==> config.mk <==
export PLATFORM = sky130hd
export DESIGN_NAME = uart_frame_check
export DESIGN_NICKNAME = d
export VERILOG_FILES = /design/src/rtl/uart_frame_check.sv
export SDC_FILE = /design/constraint.sdc
export NUM_CORES = 1
export LEC_CHECK = 0
export CORE_MARGIN = 2
export CORE_UTILIZATION = 52
export DETAILED_ROUTE_END_ITERATION = 12
export PLACE_DENSITY = 0.81
export SYNTH_ARGS = -nofsm -noshare
export SYNTH_HDL_FRONTEND = slang
export SYNTH_SLANG_ARGS = --single-unit
==> constraint.sdc <==
create_clock -name clk -period 1.7 [get_ports clk]
set_input_delay 0.255 -clock clk [delete_from_list [all_inputs] [get_ports clk]]
set_output_delay 0.255 -clock clk [all_outputs]
set_load 0.01 [all_outputs]
==> src/rtl/uart_frame_check.sv <==
// UART RX frame checker: assembles LSB-first data bits from the sampler,
// checks optional parity and one or two stop bits, and counts bad frames.
module uart_frame_check #(
  parameter int DATA_W = 8,
  parameter int CNT_W  = 8
) (
  input  logic              clk,
  input  logic              rst,
  input  logic              frame_start,
  input  logic              bit_valid,
  input  logic              sampled_bit,
  input  logic              cfg_par_en,
  input  logic              cfg_par_odd,
  input  logic              cfg_two_stop,
  input  logic              clr_count,
  output logic              busy,
  output logic [DATA_W-1:0] data_out,
  output logic              data_valid,
  output logic              parity_error,
  output logic              stop_error,
  output logic [CNT_W-1:0]  err_count
);

  // state  | meaning
  // IDLE   | waiting for frame_start
  // DATA   | collecting DATA_W data bits
  // PARITY | waiting for the parity bit
  // STOP1  | waiting for the first stop bit
  // STOP2  | waiting for the second stop bit
  localparam logic [2:0] S_IDLE   = 3'd0;
  localparam logic [2:0] S_DATA   = 3'd1;
  localparam logic [2:0] S_PARITY = 3'd2;
  localparam logic [2:0] S_STOP1  = 3'd3;
  localparam logic [2:0] S_STOP2  = 3'd4;

  localparam int              BW       = $clog2(DATA_W + 1);
  localparam logic [BW-1:0]   LAST_BIT = BW'(DATA_W - 1);

  logic [2:0]        state_q, state_d;
  logic [BW-1:0]     bit_cnt_q, bit_cnt_d;
  logic [DATA_W-1:0] shift_q, shift_d;
  logic              par_en_q, par_en_d;
  logic              par_odd_q, par_odd_d;
  logic              two_stop_q, two_stop_d;
  logic              busy_q, busy_d;
  logic [DATA_W-1:0] data_out_q, data_out_d;
  logic              data_valid_q, data_valid_d;
  logic              par_err_q, par_err_d;
  logic              stop_err_q, stop_err_d;
  logic [CNT_W-1:0]  err_cnt_q, err_cnt_d;
  logic              done;

  // Frame sequencing; frame_start always restarts, even mid-frame.
  always_comb begin
    state_d      = state_q;
    bit_cnt_d    = bit_cnt_q;
    shift_d      = shift_q;
    par_en_d     = par_en_q;
    par_odd_d    = par_odd_q;
    two_stop_d   = two_stop_q;
    busy_d       = busy_q;
    data_out_d   = data_out_q;
    data_valid_d = 1'b0;
    par_err_d    = par_err_q;
    stop_err_d   = stop_err_q;
    done         = 1'b0;
    if (frame_start) begin
      state_d    = S_DATA;
      bit_cnt_d  = '0;
      shift_d    = '0;
      par_en_d   = cfg_par_en;
      par_odd_d  = cfg_par_odd;
      two_stop_d = cfg_two_stop;
      par_err_d  = 1'b0;
      stop_err_d = 1'b0;
      busy_d     = 1'b1;
    end else if (bit_valid) begin
      case (state_q)
        S_DATA: begin
          // shift register is cleared at frame start, so OR-ing in the bit is enough
          shift_d   = shift_q | (DATA_W'(sampled_bit) << bit_cnt_q);
          bit_cnt_d = bit_cnt_q + BW'(1);
          if (bit_cnt_q == LAST_BIT) state_d = par_en_q ? S_PARITY : S_STOP1;
        end
        S_PARITY: begin
          par_err_d = (sampled_bit != ((^shift_q) ^ par_odd_q));
          state_d   = S_STOP1;
        end
        S_STOP1: begin
          if (!sampled_bit) stop_err_d = 1'b1;
          if (two_stop_q) state_d = S_STOP2;
          else            done    = 1'b1;
        end
        S_STOP2: begin
          if (!sampled_bit) stop_err_d = 1'b1;
          done = 1'b1;
        end
        default: ;
      endcase
    end
    if (done) begin
      state_d      = S_IDLE;
      busy_d       = 1'b0;
      data_out_d   = shift_q;
      data_valid_d = 1'b1;
    end
  end

  // Error counter acts on the flags seen during the data_valid cycle; clear wins.
  always_comb begin
    err_cnt_d = err_cnt_q;
    if (clr_count)
      err_cnt_d = '0;
    else if (data_valid_q && (par_err_q || stop_err_q) && (err_cnt_q != {CNT_W{1'b1}}))
      err_cnt_d = err_cnt_q + CNT_W'(1);
  end

  // State and output registers.
  always_ff @(posedge clk or posedge rst) begin
    if (rst) begin
      state_q      <= S_IDLE;
      bit_cnt_q    <= '0;
      shift_q      <= '0;
      par_en_q     <= 1'b0;
      par_odd_q    <= 1'b0;
      two_stop_q   <= 1'b0;
      busy_q       <= 1'b0;
      data_out_q   <= '0;
      data_valid_q <= 1'b0;
      par_err_q    <= 1'b0;
      stop_err_q   <= 1'b0;
      err_cnt_q    <= '0;
    end else begin
      state_q      <= state_d;
      bit_cnt_q    <= bit_cnt_d;
      shift_q      <= shift_d;
      par_en_q     <= par_en_d;
      par_odd_q    <= par_odd_d;
      two_stop_q   <= two_stop_d;
      busy_q       <= busy_d;
      data_out_q   <= data_out_d;
      data_valid_q <= data_valid_d;
      par_err_q    <= par_err_d;
      stop_err_q   <= stop_err_d;
      err_cnt_q    <= err_cnt_d;
    end
  end

  assign busy         = busy_q;
  assign data_out     = data_out_q;
  assign data_valid   = data_valid_q;
  assign parity_error = par_err_q;
  assign stop_error   = stop_err_q;
  assign err_count    = err_cnt_q;

endmodule

==> flow_summary.ini <==
[run_status]
status = complete, no violations

[worst_setup_path]
crit_arrival_ns = 1.90
critPathLaunch = err_count[0]$_DFFE_PP0P_
path_class = reg2reg
end_kind = register
cp_max_fo = 4
path_cells = ha_1, nand3_1, nor2_1, or4_1, a21oi_2
reg2reg_from = err_count[0]$_DFFE_PP0P_
cp_slowest_cell = or4_1
critPathLaunchType = register
cp.required_ns = 1.97
slowest_delay_ns = 0.50

[placed_design]
dp_slack_ns = -0.0529
place_hpwl_mm = 2.70
place.gp.congestion = 0.875
portBuffers = 28

[timing]
timing.final.max_slew_violations = 0
fin_crit_sh = 0.964
post-route-worst-setup-slack_ns = 0.0619
tightest_slew_ns = 0.462
setup_viol = 0
timing.fmax_mhz = 610
min_period_ns = 1.64
hold_viol_final = 0
rsz0062_at_grt = false
slew_headroom = 0.692
clock_skew_ns = 0.0136

[finish]
drive_above_1_share = 0.155
area_growth_syn_to_layout_pct = 22.3
fillers = 280
nNetsFinal = 211
num_antenna_cells = 0

[clock_tree]
clock_sinks = 38
numCtsBuffers = 5
clk_pin_slew_ns = 0.11
clk_latency_ns = 0.34
ctsHoldBuffers = 0
cts_tree = yes
cts-root-buf = clkbuf_4
clockBufferDepth = 2
ctsHtreeMaxLevel = 2

[synthesis]
synth-main-ff-cell = dfrtp_1
synthArstFlopShare = 1.00
synth_area_leaders = dfrtp_1, mux2_2, nor2_1
synth_edf_count = 0
synth_nets = 176
ys_seq_area_frac = 0.526
synth.distinct_cells = 42
syn_inst = 165
ys_seq_elements = 38
yosys_warnings = 0
netlist_area_mm2 = 0.00181
yosysMostFrequentCell = dfrtp_1
synth_top_area_frac = 0.526
synth_top_area_cell = dfrtp_1
yosys-top-cells-count = dfrtp_1, nor2_1, a21oi_1
synth.avg_cell_area_um2 = 11.0

[global_routing]
overflow = 0
antenna_found_initial = 0
grt_pass1_wl_mm = 6.24
grt_pass1_vias = 1364
grt_use_total = 0.208
grt_start_max_net_pins = 39

[die]
die_h_um = 63.0
die_w_um = 63.0
core_area_mm2 = 0.00334
start_util = 0.542
ios = 29
die_area_mm2 = 0.00397
rows = 21

[routing]
num_vias = 1381
ant_nets = 0
drtIter0Drc = 91
avgViaCountPerCell = 5.61
wl_mm = 3.62
dr.pass1.iters = 4
drcViolationCount = 0
wl_per_cell_um = 14.7

[power]
pwr_density_cell_mw_per_mm2 = 681
irDropWorstVdd_mv = 0.522
p_leak_nw = 0.985
power_mw = 1.51

[job]
max-cap-violations = 0

[min_path]
hp-class = in2async
==> final timing paths <==
check	depth (start not counted)	slack [ns]	endpoint
max	5	0.06	err_count[5]$_DFFE_PP0P_
min	3	0.32	parity_error$_DFFE_PP0P_
max reg2reg	5	0.06	err_count[5]$_DFFE_PP0P_
min reg2reg	1	0.50	busy$_DFFE_PP0P_
max in group asynchronous	3	1.03	err_count[7]$_DFFE_PP0P_
min in group clk	1	0.50	busy$_DFFE_PP0P_
==> cell usage in the layout (no fill, tap or decap), drive strengths merged, types with 2 or more instances in the layout <==
cell type / count
xnor2: 8
a211oi: 2
ha: 2
a31oi: 6
nand2: 7
a21oi: 12
clkdlybuf4s50: 28
mux2: 11
and3: 3
buf: 6
nor3: 4
nand3: 3
nand3b: 2
o21ai: 6
dfrtp: 38
nor2: 21
nor2b: 3
inv: 7
clkbuf: 7
nand4: 2
nor4b: 2
xor2: 4
mux2i: 2
==> power breakdown <==
| part | total, mW | internal, mW | switching [mW] |
|---|---|---|---|
| combinational | 0.143 | 0.0708 | 0.0722 |
| clock | 0.427 | 0.156 | 0.271 |
| sequential | 0.936 | 0.920 | 0.0163 |
| total | 1.51 | 1.15 | 0.359 |
==> cells by family after synthesis <==
kind of cell | after synthesis | synth area share
adders and majority gates | 2 | 0.0138
AOI/OAI and AO/OA | 33 | 0.112
and+or+nand+nor | 53 | 0.166
buffers and inverters | 13 | 0.0325
DFF | 38 | 0.526
muxes | 13 | 0.0795
xor gates and xnor gates | 13 | 0.0705
==> per-layer routing <==
layer / routed length (µm) / share of wire / global-route usage / vias up
met5: 0 / 0 / 0 / -
met4: 80 / 0.022 / 0.125 / 0
met3: 149 / 0.041 / 0.0613 / 8
met2: 1850 / 0.51 / 0.340 / 37
met1: 1550 / 0.43 / 0.241 / 683
li1: - / - / - / 653
==> state kept, by name, summed over array words and instances (netlist names) <==
signal        flops
par_en_q          1
shift_q           8
two_stop_q        1
data_out          8
err_count         8
busy              1
data_valid        1
parity_error      1
state_q           3
stop_error        1
par_odd_q         1
bit_cnt_q         4
==> per-stage QoR <==
stage / cell area, µm² / cells / TNS (ns) / util / hold slack [ns]
after floorplan: 1810 / 165 / 0 / - / 0.407
after global placement: 2160 / 239 / -0.00566 / 0.647 / 0.463
after detailed placement: 2160 / 239 / -0.0664 / 0.647 / 0.490
after CTS: 2200 / 246 / 0 / 0.661 / 0.324
after global routing: 2210 / 246 / 0 / 0.663 / 0.367
final: 2210 / 246 / 0 / 0.663 / 0.319
==> cell type report <==
class                   count  area, µm²  area share
repair buffers             34        325       0.147
multi-input cells         114        803       0.363
well taps                  46       57.6      0.0260
clock buffers               7       45.0      0.0204
flip-flops and latches     38        955       0.432
inverters                   7       26.3      0.0119
==> timing repair <==
item	CTS	global route
setup buffers	0	0
endpoints found under the setup margin	0	8
gates resized for setup	0	4
==> worst max-delay path, delay by kind of cell (launching register included) <==
family | cells | cell delay, ns
simple gates | 3 | 0.70
flops | 1 | 0.43
fa+ha+maj | 1 | 0.26
compound gates | 1 | 0.16
Power figures use the tool's default switching activity.
